### src/rtl/seq_divider_pkg.sv
// rtl/seq_divider_pkg.sv - shared types and sizing for the iterative divider
package seq_divider_pkg;

  // Controller states: waiting for a request, iterating, presenting results.
  typedef enum logic [1:0] {
    IDLE = 2'd0,
    RUN  = 2'd1,
    DONE = 2'd2
  } state_e;

  localparam int DEFAULT_WIDTH = 32;

  // Step counter must hold WIDTH-1.
  localparam int DEFAULT_CNT_W = $clog2(DEFAULT_WIDTH);

  function automatic int cnt_width(input int width);
    return (width > 2) ? $clog2(width) : 1;
  endfunction

endpackage

### src/rtl/seq_divider_div_step.sv
// rtl/seq_divider_div_step.sv - one restoring compare/subtract step
module div_step
  import seq_divider_pkg::*;
#(
  parameter int WIDTH = DEFAULT_WIDTH
) (
  input  logic [WIDTH:0]   t_i,
  input  logic [WIDTH-1:0] divisor_i,
  output logic [WIDTH-1:0] rem_o,
  output logic             q_bit_o
);

  // One extra bit beyond T so the top bit is the borrow: clear means T >= divisor.
  logic [WIDTH+1:0] diff;
  logic             unused_diff_msb;

  // Subtract, then keep either the difference or the untouched partial remainder.
  always_comb begin
    diff    = {1'b0, t_i} - {2'b00, divisor_i};
    q_bit_o = ~diff[WIDTH+1];
    rem_o   = q_bit_o ? diff[WIDTH-1:0] : t_i[WIDTH-1:0];
  end

  // A non-borrowing difference is below the divisor, so bit WIDTH is always zero.
  assign unused_diff_msb = diff[WIDTH];

endmodule

### src/rtl/seq_divider.sv
// rtl/seq_divider.sv - iterative unsigned divider with start/done handshake
module seq_divider
  import seq_divider_pkg::*;
#(
  parameter int WIDTH = DEFAULT_WIDTH
) (
  input  logic             clk,
  input  logic             rst_n,
  input  logic             start,
  input  logic [WIDTH-1:0] dividend,
  input  logic [WIDTH-1:0] divisor,
  output logic             busy,
  output logic             done,
  output logic [WIDTH-1:0] quotient,
  output logic [WIDTH-1:0] remainder,
  output logic             div_by_zero
);

  localparam int CW = cnt_width(WIDTH);

  state_e           state_q;
  logic [CW-1:0]    cnt_q;
  logic [WIDTH-1:0] r_q;
  logic [WIDTH-1:0] q_q;
  logic [WIDTH-1:0] dvs_q;
  logic             busy_q;
  logic             done_q;
  logic [WIDTH-1:0] quo_q;
  logic [WIDTH-1:0] rem_q;
  logic             dbz_q;

  logic [WIDTH:0]   t_d;
  logic [WIDTH-1:0] r_d;
  logic [WIDTH-1:0] q_d;
  logic             q_bit;

  // Partial remainder shifted left with the next dividend bit; R's MSB is always
  // zero entering a step, so the WIDTH+1-bit value never loses information.
  assign t_d = {r_q, q_q[WIDTH-1]};

  div_step #(.WIDTH(WIDTH)) u_step (
    .t_i       (t_d),
    .divisor_i (dvs_q),
    .rem_o     (r_d),
    .q_bit_o   (q_bit)
  );

  assign q_d = {q_q[WIDTH-2:0], q_bit};

  // Controller, iteration registers and registered result outputs.
  always_ff @(posedge clk or negedge rst_n) begin
    if (!rst_n) begin
      state_q <= IDLE;
      cnt_q   <= '0;
      r_q     <= '0;
      q_q     <= '0;
      dvs_q   <= '0;
      busy_q  <= 1'b0;
      done_q  <= 1'b0;
      quo_q   <= '0;
      rem_q   <= '0;
      dbz_q   <= 1'b0;
    end else begin
      done_q <= 1'b0;
      unique case (state_q)
        IDLE: begin
          if (start) begin
            busy_q <= 1'b1;
            if (divisor == '0) begin
              // Divide by zero resolves immediately without iterating.
              quo_q   <= '1;
              rem_q   <= dividend;
              dbz_q   <= 1'b1;
              done_q  <= 1'b1;
              state_q <= DONE;
            end else begin
              dvs_q   <= divisor;
              r_q     <= '0;
              q_q     <= dividend;
              cnt_q   <= CW'(WIDTH - 1);
              state_q <= RUN;
            end
          end
        end
        RUN: begin
          r_q   <= r_d;
          q_q   <= q_d;
          cnt_q <= cnt_q - CW'(1);
          if (cnt_q == '0) begin
            quo_q   <= q_d;
            rem_q   <= r_d;
            dbz_q   <= 1'b0;
            done_q  <= 1'b1;
            state_q <= DONE;
          end
        end
        DONE: begin
          busy_q  <= 1'b0;
          state_q <= IDLE;
        end
        default: begin
          busy_q  <= 1'b0;
          state_q <= IDLE;
        end
      endcase
    end
  end

  assign busy        = busy_q;
  assign done        = done_q;
  assign quotient    = quo_q;
  assign remainder   = rem_q;
  assign div_by_zero = dbz_q;

endmodule

### config.mk
export PLATFORM = sky130hd
export DESIGN_NAME = seq_divider
export DESIGN_NICKNAME = d
export VERILOG_FILES = /design/src/rtl/seq_divider_pkg.sv /design/src/rtl/seq_divider_div_step.sv /design/src/rtl/seq_divider.sv
export SDC_FILE = /design/constraint.sdc
export NUM_CORES = 1
export LEC_CHECK = 0
export ABC_CLOCK_PERIOD_IN_PS = 4100
export BUFFER_PORTS_ARGS = -buffer_cell sky130_fd_sc_hd__buf_2
export CAP_MARGIN = 15
export CORE_MARGIN = 5
export CORE_UTILIZATION = 40
export CTS_CLUSTER_SIZE = 12
export DETAILED_ROUTE_END_ITERATION = 10
export PLACE_DENSITY = 0.69
export RECOVER_POWER = 50
export SLEW_MARGIN = 20
export SYNTH_ARGS = -nofsm -noshare
export SYNTH_HDL_FRONTEND = slang
export SYNTH_SLANG_ARGS = --single-unit
### constraint.sdc
create_clock -name clk -period 4.1 [get_ports clk]
set_input_delay 0.82 -clock clk [delete_from_list [all_inputs] [get_ports clk]]
set_output_delay 0.82 -clock clk [all_outputs]
set_load 0.02 [all_outputs]
After elaboration in Yosys (flattened, before gate mapping) --
Index checks and enable logic that the tools add are counted.
Storage, ports and cells: register bits 170, logic and storage cells 61
Cells by class: add/sub/neg operators 2, equal/unequal tests 5, mux-type cells 32, bitwise operators 3, reductions and logical operators 9
Operator list (number):
- $mux 32 | 11
- $pmux 32 s2 | 4
- $sub 33x32->34 | 1
- $logic_not 32->1 | 1
- $mux 5 | 2
- $pmux 5 s2 | 1
- $ne 2x2->1 const B | 4
- $mux 1 | 7
- $mux 2 | 3
- $pmux 1 s2 | 3
- $reduce_and 3->1 | 2
- $logic_not 5->1 | 1
- $sub 5x1->5 const B | 1
- $pmux 2 s2 | 1
- $reduce_and 2->1 | 2
- $reduce_and 4->1 | 1
- $not 1->1 | 3
- $eq 2x1->1 const B | 1
- $logic_not 2->1 | 1
- $reduce_bool 2->1 | 1

Depth between registers and ports, before layout --
word-level depth 4, mapped depth 13, mapped depth without buffers 11

By module --
From an unflattened synthesis, not the netlist that was laid out.
Second synthesis, totals: cells, all modules 892, area total of the unflattened synthesis 9313.9 sq um
By module, submodules not included:
- seq_divider | times used 1, cells each 519, area an instance 6884.1 sq um, seq. area each 4254.1 sq um
- div_step | times used 1, cells each 373, area an instance 2429.8 sq um, seq. area each 0.0 sq um

Worst setup path before layout --
OpenSTA, ideal clock, no wires.
path type register to register, start point register r_q[13], end point register rem_q[11] (netlist: remainder[11]), library setup time 141 ps, arrival time 2624 ps, required time 3959 ps, setup slack 1335 ps, stages on the path, launching flop included 12, path buffers 2, clock period less this slack 2765 ps, cell sequence dfrtp_1 > ha_1 > nand4_2 > or3_1 > a2111o_1 > a21oi_2 > o31ai_1 > and3_1 > buf_6 > buf_6 > a22oi_2 > a31oi_1
Between the ends: cells in the longest elaborated chain, start to end 4
Ends and longest elaborated chain:
- start: declaration | line seq_divider.sv:23 | logic [WIDTH-1:0] r_q;
- start signal: assignment | line seq_divider.sv:86 | r_q <= r_d;
- $sub 33x32->34 | line seq_divider_div_step.sv:19 | diff = {1'b0, t_i} - {2'b00, divisor_i};
- $mux 32 | line seq_divider_div_step.sv:21 | rem_o = q_bit_o ? diff[WIDTH-1:0] : t_i[WIDTH-1:0];
- $mux 32 | line seq_divider.sv:89 | if (cnt_q == '0) begin
- $pmux 32 s2 | line seq_divider.sv:65 | unique case (state_q)
- end signal: assignment | line seq_divider.sv:72 | rem_q <= dividend;
- end signal: assignment | line seq_divider.sv:91 | rem_q <= r_d;
- end: declaration | line seq_divider.sv:29 | logic [WIDTH-1:0] rem_q;
No other way between the ends. The select of a mux whose other input is x is not followed. A chain may end at the register's enable or synchronous reset.

Worst setup path after layout --
start point register r_q[7], end point register rem_q[5] (netlist: remainder[5])
The elaborated chain is that of the path after synthesis.

==> results.toml <==
[grt]
first_global_vias = 7198
number_of_antenna_violations_at_the_first_check_in_global_routing = 0
global_route.overflow_total = 0
global_route.usage.total_pct = 19.22
grt_start_max_net_pins = 99
global_route_wire_length_before_repair_mm = 38.25

[synthesis]
ys_dominant_reg_cell = "sky130_fd_sc_hd__dfrtp_1"
yosys.area.top_type_share_pct = 48.41
synth_largest_area_cell = "sky130_fd_sc_hd__dfrtp_1"
post_syn_nets = 1055
ys_async_sr_fraction_pct = 100.0
synth.cell_area_sq_um = 8787
ys_warn_count = 0
netlist_instances = 954
post-synth-top-count-cell = "sky130_fd_sc_hd__nand2_1"
post_synth.cell_area_avg_sq_um = 9.211
yosys.cell_types.count = 54
count_of_flip_flops_with_a_built_in_enable_after_synthesis = 0
ys_top_cells_by_count = "sky130_fd_sc_hd__nand2_1, sky130_fd_sc_hd__dfrtp_1, sky130_fd_sc_hd__nor2_1"
synth_sequential_area_ratio_pct = 48.41
yosys_register_bits = 170
yosys-top-cells-area = "sky130_fd_sc_hd__dfrtp_1, sky130_fd_sc_hd__nand2_1, sky130_fd_sc_hd__ha_1, sky130_fd_sc_hd__o21ai_0, sky130_fd_sc_hd__o22a_1"

[worst_setup_path]
cp-end-kind = "register"
critPathLaunchType = "register"
worst_ep_required_time_ns = 4.38
timing_worst_setup_path_type = "reg -> reg"
cp_data_arrival_time_ns = 3.61
crit_path_max_fanout = 32

[cts]
clk-insertion-delay-late_ns = 0.43
cts_post_setup_buffers_inserted = 0
tritoncts = "yes"
hold_buffers = 0
cts_num_sinks = 170
cts.repair.resized = 0
clock_path_buffers = 2
ctsHtreeMaxLevel = 4
ctsRootBufferMaster = "sky130_fd_sc_hd__clkbuf_16"
path_clk_slew_ns = 0.07
cts-buffers-inserted = 17

[power]
p_int_mw = 5.890
switching_share_pct = 46.71
p_sw_mw = 5.163
combinationalPowerShare_pct = 56.6
irDropWorstVdd_mv = 0.3323
seq_power_share_pct = 28.0
power.static_leakage_nw = 4.553
power_density_nw_per_um2 = 1076
power.share.clock_pct = 15.4

[placement]
globalplace.congestion = 0.9069
post-dp-hpwl_mm = 17.44
dpl_worst_slack_ns = 0.6649
port-buffer-count = 133

[timing]
report.final.slew_viol_count = 84
period_minus_slack_ns = 3.330
max_freq_mhz = 300.3
fin_crit_sh_pct = 81.21
final-setup-viol-count = 0
finalClockSkew_ns = 0.008369
worst_pin_slew_ns = 2.104
worst_slew_margin_rel_pct = -40.25
post-route-worst-setup-slack_ns = 0.7703
setup-tns-final_ns = 0
timing_hold_violations_final = 0
rsz_0062_raised_after_global_routing = "false"

[detailed_routing]
initialDrtViolationCount = 639
vias = 7410
drtAntennaViolNets = 0
routed_wirelength_mm = 23.73
drc = 0
firstDrtPassIters = 5
wl_per_cell_um = 17.46
routed_via_density = 5.453

[final_layout]
finish.net_count = 1167
synthToLayoutAreaGrowth_pct = 16.93
layout-drive-gt1-share_pct = 16.68
antenna-diode-count = 0

[floorplanning]
placeableCoreArea_sq_um = 21760
initial_utilization_pct = 40.39
top_level_ports = 134
floorplan.die_area_sq_um = 25030
floorplan.die.height_um = 158.2
floorplan.rows = 54
fp.dieW_um = 158.2

[status]
run_status = "finished, violations left"
violations = "capacitance limit, slew limit"

[min_path]
min-delay-path-class = "reg -> reg"

[run]
maxCapViolCount = 1
## cells in the final DEF (no fill, tap or decap), types with 3 or more instances in the layout
master and instances:
sky130_fd_sc_hd__bufinv_16 3, sky130_fd_sc_hd__nand3_1 7, sky130_fd_sc_hd__nand4_1 6, sky130_fd_sc_hd__buf_4 10
sky130_fd_sc_hd__a41oi_1 3, sky130_fd_sc_hd__buf_2 99, sky130_fd_sc_hd__xnor2_1 13, sky130_fd_sc_hd__a22oi_2 19
sky130_fd_sc_hd__nor3_1 5, sky130_fd_sc_hd__nand2_1 227, sky130_fd_sc_hd__o21bai_1 5, sky130_fd_sc_hd__clkbuf_1 35
sky130_fd_sc_hd__ha_1 33, sky130_fd_sc_hd__or3_1 5, sky130_fd_sc_hd__or2_2 6, sky130_fd_sc_hd__o21ai_0 56
sky130_fd_sc_hd__o21a_1 3, sky130_fd_sc_hd__xor2_1 7, sky130_fd_sc_hd__o211ai_1 8, sky130_fd_sc_hd__inv_6 3
sky130_fd_sc_hd__nand2b_1 7, sky130_fd_sc_hd__a21boi_0 4, sky130_fd_sc_hd__a21oi_1 35, sky130_fd_sc_hd__o31ai_1 4
sky130_fd_sc_hd__nand3b_1 4, sky130_fd_sc_hd__clkinvlp_4 3, sky130_fd_sc_hd__and2_1 4, sky130_fd_sc_hd__a31oi_1 32
sky130_fd_sc_hd__a21o_1 6, sky130_fd_sc_hd__inv_1 47, sky130_fd_sc_hd__nor4_1 10, sky130_fd_sc_hd__clkbuf_16 17
sky130_fd_sc_hd__dfrtp_1 170, sky130_fd_sc_hd__a32oi_1 5, sky130_fd_sc_hd__nor2b_1 6, sky130_fd_sc_hd__nor2_1 63
sky130_fd_sc_hd__a211o_1 3, sky130_fd_sc_hd__a22oi_1 36, sky130_fd_sc_hd__o22a_1 31
## stage by stage
step                      instance area (sq um)  hold slack (ns)  cells  total power, mW  utilization (%)
after detailed placement                   9699           0.4744   1327            9.379            44.58
after global placement                     9699           0.4717   1327            9.239            44.58
after floorplan                            8787           0.4634    954            7.735                -
after global routing                      10270           0.5241   1359            11.95            47.23
final                                     10270           0.4899   1359            11.05            47.23
after CTS                                 10330           0.4576   1359            11.10            47.46
## path summary, 6_finish.rpt
| path | start | end | slack (ns) | cells past startpoint |
|---|---|---|---|---|
| hold reg to reg | div_by_zero$_DFFE_PN0P_ | div_by_zero$_DFFE_PN0P_ | 0.49 | 1 |
| max in group asynchronous | rst_n | dvs_q[22]$_DFFE_PN0P_ | 1.23 | 2 |
| hold / removal | div_by_zero$_DFFE_PN0P_ | div_by_zero$_DFFE_PN0P_ | 0.49 | 1 |
| setup reg to reg | r_q[7]$_DFFE_PN0P_ | remainder[5]$_DFFE_PN0P_ | 0.77 | 9 |
| min in group asynchronous | rst_n | r_q[1]$_DFFE_PN0P_ | 0.97 | 1 |
| setup / recovery | r_q[7]$_DFFE_PN0P_ | remainder[5]$_DFFE_PN0P_ | 0.77 | 9 |
## power by group through the flow
stage	Clock (mW)	Combinational, mW	Sequential [mW]
finish	1.70	6.25	3.10
global route	1.82	6.94	3.19
CTS	1.73	6.28	3.09
detailed placement	0	6.26	3.11
global placement	0	6.14	3.10
floorplan	0	4.38	3.36
## sequential cells by signal, summed over array words and instances (netlist names)
register and cells:
dvs_q 32, q_q 32, quotient 32, r_q 32
remainder 32, cnt_q 5, state_q 2, busy 1
div_by_zero 1, done 1
## per-layer routing
metal | part of all wire (%) | track usage (%)
met5 | 0 | 0
met4 | 1.6 | 5.280
met3 | 7.2 | 3.554
met2 | 43 | 28.80
met1 | 48 | 28.63
## area by class of cell
cell class                      instances  area, sq um
Inverter                               47        176.4
Tap cell                              280        350.3
Fill cell                            2103        11480
Timing Repair Buffer                  146        743.2
Multi-Input combinational cell        684         4124
Clock inverter                         13        183.9
Clock buffer                           19        442.9
Sequential cell                       170         4254
## kinds of logic (layout without fill, tap and decap cells)
kind of cell / after synthesis / after routing / synth area share, %
AOI/OAI and AO/OA: 271 / 271 / 22.50
xor gates and xnor gates: 20 / 20 / 1.993
adders and majority gates: 34 / 34 / 4.927
buffers and inverters: 100 / 225 / 4.870
DFF: 170 / 170 / 48.41
muxes: 1 / 1 / 0.1281
and+or+nand+nor: 358 / 358 / 17.17
## critical path, stage by stage, from the launching register on
cell and delay, ns:
sky130_fd_sc_hd__dfrtp_1 0.41, sky130_fd_sc_hd__ha_1 0.39, sky130_fd_sc_hd__a21oi_1 0.22, sky130_fd_sc_hd__o21ai_0 0.17, sky130_fd_sc_hd__a221oi_1 0.51, sky130_fd_sc_hd__a21oi_2 0.13
sky130_fd_sc_hd__or2_2 0.33, sky130_fd_sc_hd__o311a_4 0.51, sky130_fd_sc_hd__a32oi_1 0.37, sky130_fd_sc_hd__a31oi_1 0.14
No activity file was read; power rests on OpenSTA's default activity.
